`src/rtl/pattern_generator_pkg.sv`:
```
// Shared types and constants for the pattern generator: FSM encoding,
// LFSR feedback taps, pattern width and the pattern fix-up helper.
package pattern_gen_pkg;

  localparam int unsigned PATTERN_W = 8;
  localparam logic [15:0] LFSR_TAPS = 16'hB400;

  typedef enum logic [1:0] {
    ST_IDLE = 2'd0,
    ST_GAP  = 2'd1,
    ST_EMIT = 2'd2,
    ST_DONE = 2'd3
  } state_e;

  // Turn a raw LFSR byte into a lamp pattern that is never zero and never
  // repeats the previous pattern.
  function automatic logic [PATTERN_W-1:0] fix_pattern(
    input logic [PATTERN_W-1:0] cand,
    input logic [PATTERN_W-1:0] last
  );
    logic [PATTERN_W-1:0] c1;
    logic [PATTERN_W-1:0] c2;
    c1 = (cand == 8'h00) ? 8'h01 : cand;
    if (c1 != last) begin
      c2 = c1;
    end else if (c1 == 8'hFF) begin
      c2 = 8'h7F;
    end else begin
      c2 = ~c1;
    end
    return c2;
  endfunction

endpackage

```
`src/rtl/pattern_generator_if.sv`:
```
// Game-control bus between the pattern generator and its controller /
// score_calculator side.
interface pattern_generator_if;
  import pattern_gen_pkg::*;

  logic                 start;
  logic                 stop;
  logic [PATTERN_W-1:0] pending_pattern;
  logic [PATTERN_W-1:0] pattern;
  logic                 busy;
  logic                 done;
  logic [7:0]           round_count;
  logic [7:0]           miss_count;

  modport master (
    output start, stop, pending_pattern,
    input  pattern, busy, done, round_count, miss_count
  );

  modport slave (
    input  start, stop, pending_pattern,
    output pattern, busy, done, round_count, miss_count
  );

endinterface

```
`src/rtl/pattern_generator_lfsr16.sv`:
```
// Free-running 16-bit Galois LFSR; reloads the seed on reset and steps on
// every clock otherwise.
module lfsr16
  import pattern_gen_pkg::*;
(
  input  logic        clk,
  input  logic        reset_n,
  input  logic [15:0] seed,
  output logic [15:0] q
);

  logic [15:0] lfsr_r;

  // Galois step: shift right, fold the taps in when the outgoing bit is 1.
  always_ff @(posedge clk or negedge reset_n) begin
    if (!reset_n) begin
      lfsr_r <= seed;
    end else if (lfsr_r[0]) begin
      lfsr_r <= (lfsr_r >> 1) ^ LFSR_TAPS;
    end else begin
      lfsr_r <= lfsr_r >> 1;
    end
  end

  assign q = lfsr_r;

endmodule

```
`src/rtl/pattern_generator.sv`:
```
// Game pacer: waits interval ticks, emits a one-cycle non-zero lamp pattern,
// shortens the interval after each cleared pattern, counts misses and ends
// the game after ROUNDS patterns.
module pattern_generator
  import pattern_gen_pkg::*;
#(
  parameter int unsigned TICK_DIV      = 100000,
  parameter int unsigned INIT_INTERVAL = 1000,
  parameter int unsigned MIN_INTERVAL  = 200,
  parameter int unsigned STEP          = 50,
  parameter int unsigned ROUNDS        = 32,
  parameter logic [15:0] SEED          = 16'hACE1
)(
  input  logic              clock100m,
  input  logic              reset_n,
  pattern_generator_if.slave bus
);

  localparam int unsigned DIV_W = (TICK_DIV > 1) ? $clog2(TICK_DIV) : 1;
  localparam logic [DIV_W-1:0] DIV_LAST = DIV_W'(TICK_DIV - 1);
  localparam logic [15:0] INIT_IV = 16'(INIT_INTERVAL);
  localparam logic [16:0] MIN_IV  = 17'(MIN_INTERVAL);
  localparam logic [16:0] STEP_IV = 17'(STEP);
  localparam logic [7:0]  ROUNDS_C = 8'(ROUNDS);

  state_e               state_r;
  state_e               next_state_s;
  logic [DIV_W-1:0]     div_cnt_r;
  logic [15:0]          tick_cnt_r;
  logic [15:0]          interval_r;
  logic [PATTERN_W-1:0] last_r;
  logic [7:0]           round_r;
  logic [7:0]           miss_r;
  logic                 busy_r;
  logic                 done_r;
  logic [15:0]          lfsr_q_s;
  logic [PATTERN_W-1:0] pat_s;
  logic                 tick_wrap_s;
  logic                 gap_end_s;
  logic [16:0]          iv_diff_s;
  logic [15:0]          iv_next_s;

  lfsr16 u_lfsr (
    .clk     (clock100m),
    .reset_n (reset_n),
    .seed    (SEED),
    .q       (lfsr_q_s)
  );

  assign pat_s       = fix_pattern(lfsr_q_s[PATTERN_W-1:0], last_r);
  assign tick_wrap_s = (div_cnt_r == DIV_LAST);
  assign gap_end_s   = tick_wrap_s && (tick_cnt_r == (interval_r - 16'd1));

  // Speed-up: subtract one step with a borrow bit, then clamp to the floor.
  always_comb begin
    iv_diff_s = {1'b0, interval_r} - STEP_IV;
    if (iv_diff_s[16] || (iv_diff_s < MIN_IV)) begin
      iv_next_s = MIN_IV[15:0];
    end else begin
      iv_next_s = iv_diff_s[15:0];
    end
  end

  // Next-state decode; stop beats every other transition.
  always_comb begin
    next_state_s = state_r;
    case (state_r)
      ST_IDLE: begin
        if (bus.stop) begin
          next_state_s = ST_IDLE;
        end else if (bus.start) begin
          next_state_s = ST_GAP;
        end else begin
          next_state_s = ST_IDLE;
        end
      end
      ST_GAP: begin
        if (bus.stop) begin
          next_state_s = ST_IDLE;
        end else if (gap_end_s) begin
          next_state_s = (round_r >= ROUNDS_C) ? ST_DONE : ST_EMIT;
        end else begin
          next_state_s = ST_GAP;
        end
      end
      ST_EMIT: begin
        if (bus.stop) begin
          next_state_s = ST_IDLE;
        end else begin
          next_state_s = ST_GAP;
        end
      end
      ST_DONE: next_state_s = ST_IDLE;
      default: next_state_s = ST_IDLE;
    endcase
  end

  // State register plus busy/done, registered from the upcoming state.
  always_ff @(posedge clock100m or negedge reset_n) begin
    if (!reset_n) begin
      state_r <= ST_IDLE;
      busy_r  <= 1'b0;
      done_r  <= 1'b0;
    end else begin
      state_r <= next_state_s;
      busy_r  <= (next_state_s == ST_GAP) || (next_state_s == ST_EMIT);
      done_r  <= (next_state_s == ST_DONE);
    end
  end

  // Game datapath: tick divider, gap counter, pacing and round/miss counts.
  always_ff @(posedge clock100m or negedge reset_n) begin
    if (!reset_n) begin
      div_cnt_r  <= '0;
      tick_cnt_r <= 16'd0;
      interval_r <= INIT_IV;
      last_r     <= 8'h00;
      round_r    <= 8'd0;
      miss_r     <= 8'd0;
    end else begin
      case (state_r)
        ST_IDLE: begin
          if (bus.start && !bus.stop) begin
            div_cnt_r  <= '0;
            tick_cnt_r <= 16'd0;
            interval_r <= INIT_IV;
            last_r     <= 8'h00;
            round_r    <= 8'd0;
            miss_r     <= 8'd0;
          end
        end
        ST_GAP: begin
          if (!bus.stop) begin
            if (tick_wrap_s) begin
              div_cnt_r  <= '0;
              tick_cnt_r <= gap_end_s ? 16'd0 : (tick_cnt_r + 16'd1);
            end else begin
              div_cnt_r <= div_cnt_r + DIV_W'(1);
            end
          end
        end
        ST_EMIT: begin
          if (!bus.stop) begin
            last_r     <= pat_s;
            round_r    <= round_r + 8'd1;
            div_cnt_r  <= '0;
            tick_cnt_r <= 16'd0;
            // Nothing is outstanding before the first emit, so a zero
            // pending_pattern counts as cleared there too; a miss needs a
            // previously emitted pattern.
            if (bus.pending_pattern == 8'h00) begin
              interval_r <= iv_next_s;
            end else if ((round_r != 8'd0) && (miss_r != 8'hFF)) begin
              miss_r <= miss_r + 8'd1;
            end
          end
        end
        ST_DONE: begin
          round_r <= round_r;
        end
        default: begin
          round_r <= round_r;
        end
      endcase
    end
  end

  // The pulse is gated by stop in the same cycle, so it cannot be registered.
  assign bus.pattern     = ((state_r == ST_EMIT) && !bus.stop) ? pat_s : 8'h00;
  assign bus.busy        = busy_r;
  assign bus.done        = done_r;
  assign bus.round_count = round_r;
  assign bus.miss_count  = miss_r;

endmodule

```
`src/flat_wrapper.sv`:
```
// flat-port wrapper written by rule: the top's interface ports become plain ports
module pattern_generator_flat import pattern_gen_pkg::*;
#(
  parameter int unsigned TICK_DIV      = 100000,
  parameter int unsigned INIT_INTERVAL = 1000,
  parameter int unsigned MIN_INTERVAL  = 200,
  parameter int unsigned STEP          = 50,
  parameter int unsigned ROUNDS        = 32,
  parameter logic [15:0] SEED          = 16'hACE1
)
  (clock100m, reset_n, bus_start, bus_stop, bus_pending_pattern, bus_pattern, bus_busy, bus_done, bus_round_count, bus_miss_count);
  pattern_generator_if bus_i ();
  input  logic clock100m;
  input  logic reset_n;
  input wire logic [$bits(bus_i.start)-1:0] bus_start;
  input wire logic [$bits(bus_i.stop)-1:0] bus_stop;
  input wire logic [$bits(bus_i.pending_pattern)-1:0] bus_pending_pattern;
  output wire logic [$bits(bus_i.pattern)-1:0] bus_pattern;
  output wire logic [$bits(bus_i.busy)-1:0] bus_busy;
  output wire logic [$bits(bus_i.done)-1:0] bus_done;
  output wire logic [$bits(bus_i.round_count)-1:0] bus_round_count;
  output wire logic [$bits(bus_i.miss_count)-1:0] bus_miss_count;
  assign bus_i.start = bus_start;
  assign bus_i.stop = bus_stop;
  assign bus_i.pending_pattern = bus_pending_pattern;
  assign bus_pattern = bus_i.pattern;
  assign bus_busy = bus_i.busy;
  assign bus_done = bus_i.done;
  assign bus_round_count = bus_i.round_count;
  assign bus_miss_count = bus_i.miss_count;
  pattern_generator #(.TICK_DIV(TICK_DIV), .INIT_INTERVAL(INIT_INTERVAL), .MIN_INTERVAL(MIN_INTERVAL), .STEP(STEP), .ROUNDS(ROUNDS), .SEED(SEED)) u_core (.clock100m(clock100m), .reset_n(reset_n), .bus(bus_i));
endmodule
```
`config.mk`:
```
export PLATFORM = sky130hd
export DESIGN_NAME = pattern_generator_flat
export DESIGN_NICKNAME = d
export VERILOG_FILES = /design/src/rtl/pattern_generator_pkg.sv /design/src/rtl/pattern_generator_if.sv /design/src/rtl/pattern_generator_lfsr16.sv /design/src/rtl/pattern_generator.sv /design/src/flat_wrapper.sv
export SDC_FILE = /design/constraint.sdc
export NUM_CORES = 1
export LEC_CHECK = 0
export CELL_PAD_IN_SITES_DETAIL_PLACEMENT = 1
export CELL_PAD_IN_SITES_GLOBAL_PLACEMENT = 1
export CORE_ASPECT_RATIO = 0.6
export CORE_MARGIN = 2
export CORE_UTILIZATION = 49
export DETAILED_ROUTE_END_ITERATION = 6
export PLACE_DENSITY = 0.92
export RECOVER_POWER = 50
export SLEW_MARGIN = 20
export SYNTH_ARGS = -nofsm -noshare
export SYNTH_HDL_FRONTEND = slang
export SYNTH_SLANG_ARGS = --single-unit
export TNS_END_PERCENT = 5
```
`constraint.sdc`:
```
create_clock -name clock100m -period 4.59 [get_ports clock100m]
set_clock_uncertainty 0.05 [all_clocks]
set_input_delay 0.918 -clock clock100m [delete_from_list [all_inputs] [get_ports clock100m]]
set_output_delay 0.918 -clock clock100m [all_outputs]
set_load 0.01 [all_outputs]
```
==> run_results.csv <==
group,metric,value,unit
status,status,"finished with violations",
status,violations,"max-capacitance violations, max-slew violations",
worst_setup_path,worstPathCellList,"xor2_1, nor4_1, nand4_1, nor2_1, nor2_1, a211oi_1, clkdlybuf4s50_1",
power,p_per_area,318.0,mW/mm2
layout,finalInstanceArea,0.005894,mm2
sta,relSlewSlack,-1.385,
synthesis,yosys_warnings,0,
synthesis,synth.avg_cell_area,9.190,um2
detailed_routing,drcViolationCount,0,
sta,hold_viol,0,
sta,setup_ws,0.3461,ns
detailed_routing,drt_iter0_drc,369,
cts,worstSkewPairLatency,0.35,ns
cts,cts_resized,0,
sta,rsz0062_at_grt,"false",
worst_setup_path,reg2regPathDepth,9,
synthesis,yosysTopAreaCellShare,0.3834,
power,ir_drop,0.2507,mV
floorplanning,start_util,0.5099,
global_route,track_usage,0.2875,
global_route,antenna_found_initial,0,
sta,fin_tns_setup,0,ns
sta,finalMaxSlewViolations,66,
global_route,globalRouteOverflowTotal,0,
synthesis,synth_largest_area_cell,"dfrtp_1",
cts,postCtsSetupRepairBufs,0,
sta,worstMarginPinSlew,3.578,ns
cts,numClockSinks,92,
worst_setup_path,crit_type,"reg -> out",
worst_setup_path,r2r-start,"u_core.interval_r[1]",
place,dp_worst_setup_slack,0.5509,ns
cts,ctsHoldBuffers,0,
synthesis,synth_area,0.005091,mm2
layout,area_delta_synth_final,15.78,%
run,cap_violations,1,
synthesis,synth_edf_count,0,
sta,post-route-period-util,0.9246,
floorplanning,dieArea,0.01125,mm2
detailed_routing,dr.pass1.iters,4,
global_route,grt_max_degree,66,
cts,root_buffer,"clkbuf_16",
sta,max_clock_freq,235.6,MHz
sta,setup_violations,0,
floorplanning,die_h,82.96,um
floorplanning,dieWidth,135.6,um
floorplanning,io_pins,38,
layout,seq_area,0.002320,mm2
worst_setup_path,cp.required,3.62,ns
detailed_routing,vias_per_cell,6.308,
synthesis,syn_inst,554,
place,dp_cells,709,
place,dpl.hpwl,10570,um
hold_path,hp-class,"reg -> reg",
place,portBuffers,37,
power,p_leak,2.497,nW
global_route,grt_pass1_wl,25540,um
layout,n_fill_cell,1125,
worst_setup_path,timing.rr.end,"u_core.tick_cnt_r[13]",
synthesis,synth.yosys.seq_area_share,0.4556,
layout,diodes,0,
cts,clkTransAtPathRegs,0.07,ns
worst_setup_path,critPathLaunchType,"flip-flop",
detailed_routing,post_drt_wl_per_cell,20.97,um
synthesis,post_synth_num_cell_types,59,
place,place_area,0.005574,mm2
cts,tritoncts,"yes",
worst_setup_path,worstSetupStartpoint,"u_core.u_lfsr.q[6]",
worst_setup_path,cp_slowest_stage_delay,0.65,ns
detailed_routing,vias,4573,
cts,clk_path_buf_depth,2,
synthesis,async_flop_share,1.000,
worst_setup_path,endpoint,"bus_pattern[2]",
worst_setup_path,worstSetupEndpointType,"primary output",
worst_setup_path,path_max_fanout,7,
floorplanning,core,0.009985,mm2
detailed_routing,ant_nets,0,
worst_setup_path,worst-r2r-setup-slack,0.91,ns
synthesis,ys_ff_latch,92,
layout,multi_input_area,0.002613,mm2
layout,final_net_count,604,
sta,period_needed,4.244,ns
place,finalWeightedCongestion,0.8789,
worst_setup_path,critPathMostFrequentCell,"nor2_1",
synthesis,ys_top_cells_by_area,"dfrtp_1 (38%), dfstp_2 (7.2%), xor2_1 (6.0%)",
synthesis,synth_fp_nets,573,
layout,finalNonFillerCells,725,
floorplanning,core.rowCount,28,
sta,hold_ws,0.3043,ns
cts,cts_buffers,9,
cts,htree_levels,3,
detailed_routing,routed_wl,15200,um
global_route,grt_pass1_vias,4828,
worst_setup_path,slowest_stage,"dfstp_1",
worst_setup_path,arrival,3.28,ns
layout,drive_above_1_share,0.07288,
synthesis,synth_ff_type,"dfrtp_1",
## report_power, final
group | switching (mW) | total [mW] | internal, mW
clock | 0.341 | 0.821 | 0.480
sequential | 0.0515 | 0.894 | 0.842
combinational | 0.101 | 0.160 | 0.0582
total | 0.494 | 1.87 | 1.38
## flip-flops by register name, summed over array words and instances, names as in the netlist
| register | flops |
|---|---|
| u_core.bus.busy | 1 |
| u_core.bus.done | 1 |
| u_core.bus.miss_count | 8 |
| u_core.bus.round_count | 8 |
| u_core.div_cnt_r | 17 |
| u_core.interval_r | 15 |
| u_core.last_r | 8 |
| u_core.state_r | 2 |
| u_core.tick_cnt_r | 16 |
| u_core.u_lfsr.q | 16 |
## per-layer routing
layer  wire [um]  track usage  share of wire  up-vias
li1            -            -              -     2058
met1        6681       0.3961           0.44     2315
met2        7120       0.4486           0.47      164
met3        1047      0.06349          0.069       36
met4         352      0.09848          0.023        0
met5           0            0              0        -
## logic make-up (layout without fill, tap and decap cells)
family | after synthesis | in the layout | share of synthesized area
compound gates | 128 | 128 | 0.1597
xor+xnor | 57 | 57 | 0.09806
buf+inv | 39 | 75 | 0.03244
flops | 92 | 92 | 0.4556
fa+ha+maj | 7 | 7 | 0.01720
mux | 2 | 2 | 0.004178
simple gates | 229 | 229 | 0.2327
## area by class of cell
cell class / instances / share of cell area
clock buffers: 9 / 0.03821
clock inverters: 7 / 0.01677
inverters: 16 / 0.01019
multi-input cells: 423 / 0.4432
flip-flops and latches: 92 / 0.3935
well taps: 135 / 0.02866
repair buffers: 43 / 0.06941
## critical path: cells and delay by family, from the launching register on
kind / cells / cell delay [ns]
AND/OR/NAND/NOR: 4 / 1.08
flip-flops: 1 / 0.65
buffers and inverters: 1 / 0.65
AO/OA/AOI/OAI: 1 / 0.43
XOR/XNOR: 1 / 0.11
## synth_stat cells, drive strengths merged (13+ instances only)
cell type / n
a21oi: 25
nand2: 49
xor2: 35
nand3: 25
nor3: 13
dfstp: 14
o21ai: 46
nand4: 17
inv: 16
dfrtp: 78
xnor2: 22
nor2: 57
clkbuf: 19
## cell usage in the layout, fill, tap and decap left out, types with 3 or more instances in the layout
master           instances
a211oi_1                 8
a21o_1                  11
a21oi_1                 25
and2_1                   3
and3_1                  11
and4_1                   5
buf_4                    6
clkbuf_16                9
clkdlybuf4s50_1         36
dfrtp_1                 78
dfstp_1                  4
dfstp_2                 10
ha_1                     7
inv_1                   16
nand2_1                 48
nand3_1                 25
nand3b_1                 3
nand4_1                 17
nor2_1                  57
nor2b_1                  4
nor3_1                  13
nor4_1                  10
nor4bb_1                 3
o21ai_0                 44
o22ai_1                  7
o31ai_1                  9
or3_1                    9
or4_1                    6
xnor2_1                 22
xor2_1                  35
## worst min path at each step
| stage | to | cells after the start | from |
|---|---|---|---|
| CTS | u_core.u_lfsr.q[7] | 0 | u_core.u_lfsr.q[8] |
| floorplan | u_core.u_lfsr.q[8] | 0 | u_core.u_lfsr.q[9] |
| global route | u_core.u_lfsr.q[8] | 0 | u_core.u_lfsr.q[9] |
| finish | u_core.u_lfsr.q[8] | 0 | u_core.u_lfsr.q[9] |
| global placement | u_core.u_lfsr.q[8] | 0 | u_core.u_lfsr.q[9] |
| detailed placement | u_core.u_lfsr.q[11] | 0 | u_core.u_lfsr.q[12] |
## through the flow
stage,util,power [mW]
3_3_place_gp,0.5583,1.051
4_1_cts,0.5907,1.885
6_report,0.5904,1.875
2_1_floorplan,-,0.9947
3_5_place_dp,0.5583,1.065
5_1_grt,0.5904,1.945
Note: power is estimated with default switching activity, not from simulation.
